[src/rtl/if_fetch_stage.sv]
// Instruction-fetch stage: owns the PC, fetches words over a req/ack handshake to a
// variable-latency instruction memory and feeds IF/ID, honouring stall and redirect.
module if_fetch_stage #(
   parameter logic [31:0] RESET_PC = 32'h0000_0000
) (
   input  logic        clk_i,
   input  logic        rst_i,
   input  logic        stall_i,
   input  logic        redirect_i,
   input  logic [31:0] redirect_addr_i,
   output logic        imem_req_o,
   output logic [31:0] imem_addr_o,
   input  logic        imem_ack_i,
   input  logic [31:0] imem_data_i,
   output logic [31:0] instr_addr_o,
   output logic [31:0] instr_o,
   output logic        valid_o
);

   typedef enum logic [1:0] {StFetch, StDrop, StHold} state_e;

   state_e      state_q, state_d;
   logic [31:0] pc_q, pc_d;
   logic [31:0] tgt_q, tgt_d;
   logic [31:0] buf_addr_q, buf_addr_d;
   logic [31:0] buf_instr_q, buf_instr_d;

   logic [31:0] redir_addr;
   logic [31:0] pc_inc;
   logic        req;
   logic        valid;
   logic [31:0] instr;
   logic [31:0] instr_addr;
   logic        unused_redir_lsb;

   assign redir_addr       = {redirect_addr_i[31:2], 2'b00};
   assign pc_inc           = pc_q + 32'd4;
   assign unused_redir_lsb = ^redirect_addr_i[1:0];

   always_comb begin
      state_d     = state_q;
      pc_d        = pc_q;
      tgt_d       = tgt_q;
      buf_addr_d  = buf_addr_q;
      buf_instr_d = buf_instr_q;
      req         = 1'b0;
      valid       = 1'b0;
      instr       = buf_instr_q;
      instr_addr  = buf_addr_q;

      unique case (state_q)
         StFetch: begin
            req        = 1'b1;
            valid      = imem_ack_i & ~redirect_i;
            instr      = imem_data_i;
            instr_addr = pc_q;
            if (imem_ack_i) begin
               if (redirect_i) begin
                  pc_d = redir_addr;
               end else begin
                  pc_d = pc_inc;
                  if (stall_i) begin
                     buf_addr_d  = pc_q;
                     buf_instr_d = imem_data_i;
                     state_d     = StHold;
                  end
               end
            end else if (redirect_i) begin
               // Request cannot be aborted; wait for its ack before fetching the target.
               tgt_d   = redir_addr;
               state_d = StDrop;
            end
         end
         StDrop: begin
            req = 1'b1;
            if (redirect_i) begin
               tgt_d = redir_addr;
            end
            if (imem_ack_i) begin
               pc_d    = redirect_i ? redir_addr : tgt_q;
               state_d = StFetch;
            end
         end
         StHold: begin
            valid = ~redirect_i;
            if (redirect_i) begin
               pc_d    = redir_addr;
               state_d = StFetch;
            end else if (!stall_i) begin
               state_d = StFetch;
            end
         end
         default: begin
            state_d = StFetch;
         end
      endcase
   end

   always_ff @(posedge clk_i or posedge rst_i) begin
      if (rst_i) begin
         state_q     <= StFetch;
         pc_q        <= {RESET_PC[31:2], 2'b00};
         tgt_q       <= 32'h0;
         buf_addr_q  <= 32'h0;
         buf_instr_q <= 32'h0;
      end else begin
         state_q     <= state_d;
         pc_q        <= pc_d;
         tgt_q       <= tgt_d;
         buf_addr_q  <= buf_addr_d;
         buf_instr_q <= buf_instr_d;
      end
   end

   // Outputs are forced quiet for as long as reset is held.
   assign imem_req_o   = req & ~rst_i;
   assign imem_addr_o  = rst_i ? 32'h0 : pc_q;
   assign valid_o      = valid & ~rst_i;
   assign instr_o      = rst_i ? 32'h0 : instr;
   assign instr_addr_o = rst_i ? 32'h0 : instr_addr;

endmodule

[config.mk]
export PLATFORM = sky130hd
export DESIGN_NAME = if_fetch_stage
export DESIGN_NICKNAME = d
export VERILOG_FILES = /design/src/rtl/if_fetch_stage.sv
export SDC_FILE = /design/constraint.sdc
export NUM_CORES = 1
export LEC_CHECK = 0
export ABC_AREA = 1
export BUFFER_PORTS_ARGS = -buffer_cell sky130_fd_sc_hd__buf_4
export CAP_MARGIN = 10
export CORE_MARGIN = 2
export CORE_UTILIZATION = 40
export DETAILED_ROUTE_END_ITERATION = 8
export PLACE_DENSITY = 0.74
export SYNTH_ARGS = -nofsm -noshare
export SYNTH_HDL_FRONTEND = slang
export SYNTH_SLANG_ARGS = --single-unit
[constraint.sdc]
create_clock -name clk_i -period 7 [get_ports clk_i]
set_input_delay 0.35 -clock clk_i [delete_from_list [all_inputs] [get_ports clk_i]]
set_output_delay 0.35 -clock clk_i [all_outputs]
set_load 0.01 [all_outputs]
==> metrics <==
# DRC 0; crit-path most repeated cell nand2_1; Critical Path End Type flip-flop; initial drt markers 548; initial antenna violation count 0; Slew @ Worst Pin 1.04 ns; placer congestion estimate 0.861; die area 20900 um2; Die Ht 145 um; DR vias 7685; IO Pins 167; crit path from state_q[0]; core box area 19400 um2; final WL 22.5 mm; minimum clock period 3.23 ns; Post-Syn Area per Cell 7.15 um2; die width 145 um; CTS Hold Bufs 0; critical path launch point type flip-flop; CTS H-tree depth 4; Slew headroom 0.309; Yosys warning count 0; CP max stage cell ha_2; maxcap violations 0; clk buf depth 2; Final Skew 0.00671 ns; first-pass GRT wire length 35.6 mm; Arrival @ worst endpoint 3.58 ns; overall power 4870 uW; syn_nets 1179; post-CTS sizing 0; layout cells sized above 1 0.206; critical path cell sequence inv_1, ha_2, inv_2, o21ai_1, nand2_2, inv_2, nand2_1, inv_1, nand2_1, nand2_1; class of the worst hold path input pin to asynchronous set/reset pin; std cell rows 51; port buffer count 164; RSZ-0062 raised after global routing false; Critical Path RT 7.35 ns; R2R Path Start state_q[0]; final hold vios 0; vias in the first global route 6868; post-DR vias/cell 5.11; Slew Viols, Final 0; Cells after Synth 1106; Num CTS Buffers 17; Clk Latency, worst-skew pair 0.42 ns; PwrDens 493 nW/um2; reg2reg path depth 10; Leak 0.00483 uW; Setup CP Type flip-flop to flip-flop; Reg2Reg Capture Point pc_q[20]; #FFs+latches synth 130; Final ANT Viol Nets 0; Reg2Reg Setup Slack 3.77 ns; drt first pass iters 5; DP HPWL 15.5 mm; largest net degree at the start of global routing 103; setup_tns 0 ns; Cell variety after synth 33; Clk pin slew, worst setup/hold paths 0.06 ns; Max Clk Rate 310 MHz; crit path max fanout 35; final layout net count 1300; Initial Utilization 0.408; endpoints failing setup 0; Mapped Area 7910 um2; postcts setup bufs 0; status finished clean; Max VDD drop 0.235 mV; TritonCTS clock tree yes; Slowest Stage Delay on Critical Path 0.67 ns; period utilization 0.461; part of the Yosys area used for sequential elements 0.412; WL/cell 15.0 um; clk sinks 130; root buf cell clkbuf_16; Layout area overhead 24.9%; # diodes 0; total congestion overflow 0; all-layer global routing usage 0.216
## critical path, delay by kind of cell, from the launching register on
kind | cells | cell delay, ns
AO/OA/AOI/OAI | 1 | 0.24
adder cells (fa/ha/maj) | 1 | 0.67
buffers and inverters | 4 | 1.13
flip-flops | 1 | 0.40
AND/OR/NAND/NOR | 4 | 0.69
## worst max-delay path by stage
stage               endpoint  slack, ns
3_5_place_dp        pc_q[20]       3.82
6_report            pc_q[20]       3.77
2_1_floorplan  buf_addr_q[0]       1.08
3_3_place_gp        pc_q[15]       3.86
5_1_grt             pc_q[23]       3.49
4_1_cts             pc_q[20]       3.80
## Yosys cell counts (all sizes together)
cell,number,share of area
nand2,260,0.13
nor2,172,0.090
o21ai,154,0.097
dfrtp,130,0.41
a21oi,118,0.076
inv,85,0.040
nand3,43,0.027
clkbuf,34,0.016
buf,32,0.022
mux2,31,0.044
a21boi,13,0.012
mux2i,9,0.011
o21a,5,0.0047
ha,4,0.0063
nor3,3,0.0019
o211ai,3,0.0028
a31oi,2,0.0016
a32oi,2,0.0022
and2,2,0.0016
clkinv,1,0.00047
nand4,1,0.00079
o31ai,1,0.00095
xor2,1,0.0011
## state kept, by name, summed over array words and instances (netlist names)
signal       cells
buf_addr_q      32
buf_instr_q     32
pc_q            32
state_q          2
tgt_q           32
## logic make-up (layout without fill, tap and decap cells)
logic type                 count (synthesis)  count (layout)  synth area share
adders and majority gates                  4               4           0.00633
xor gates and xnor gates                   1               1           0.00111
buffers and inverters                    152             286            0.0795
muxes                                     40              40            0.0556
DFF                                      130             130             0.412
AOI/OAI and AO/OA                        298             298             0.198
and+or+nand+nor                          481             481             0.248
## routing by layer
layer	GRT usage	wire [um]	up-vias
met1	0.306	10700	3573
met3	0.0414	1420	18
met4	0.0644	238	0
met2	0.336	10100	247
met5	0	0	-
li1	-	-	3847
## final cells by class
type / count / area, um2
Inverter: 86 / 328
Multi-Input combinational cell: 824 / 4030
Fill cell: 1888 / 9520
Timing Repair Buffer: 168 / 1260
Sequential cell: 130 / 3250
Clock buffer: 20 / 467
Tap cell: 265 / 332
Clock inverter: 12 / 203
## metrics by stage
| step | hold WS (ns) | std cells | setup WS (ns) | cell area (um2) | utilization |
|---|---|---|---|---|---|
| after global routing | 0.147 | 1505 | 3.49 | 9880 | 0.509 |
| final | 0.110 | 1505 | 3.77 | 9880 | 0.509 |
| after global placement | 0.461 | 1473 | 3.86 | 9210 | 0.475 |
| after CTS | 0.104 | 1505 | 3.80 | 9880 | 0.509 |
| after detailed placement | 0.468 | 1473 | 3.82 | 9210 | 0.475 |
| after floorplan | 0.448 | 1106 | 1.08 | 7910 | - |
## cell usage in the layout (no fill, tap or decap), drive strengths merged, types with 5 or more instances in the layout
cell type / n
mux2: 31
inv: 86
dfrtp: 130
o21ai: 154
nor2: 172
nand2: 260
mux2i: 9
clkbuf: 20
o21a: 5
buf: 168
bufinv: 5
nand3: 43
a21boi: 13
a21oi: 118
## power by group
group	internal, uW	switching (uW)	total, uW
combinational	933	1590	2520
clock	661	343	1000
sequential	1120	228	1350
total	2720	2160	4870
No activity file was read; power rests on OpenSTA's default activity.
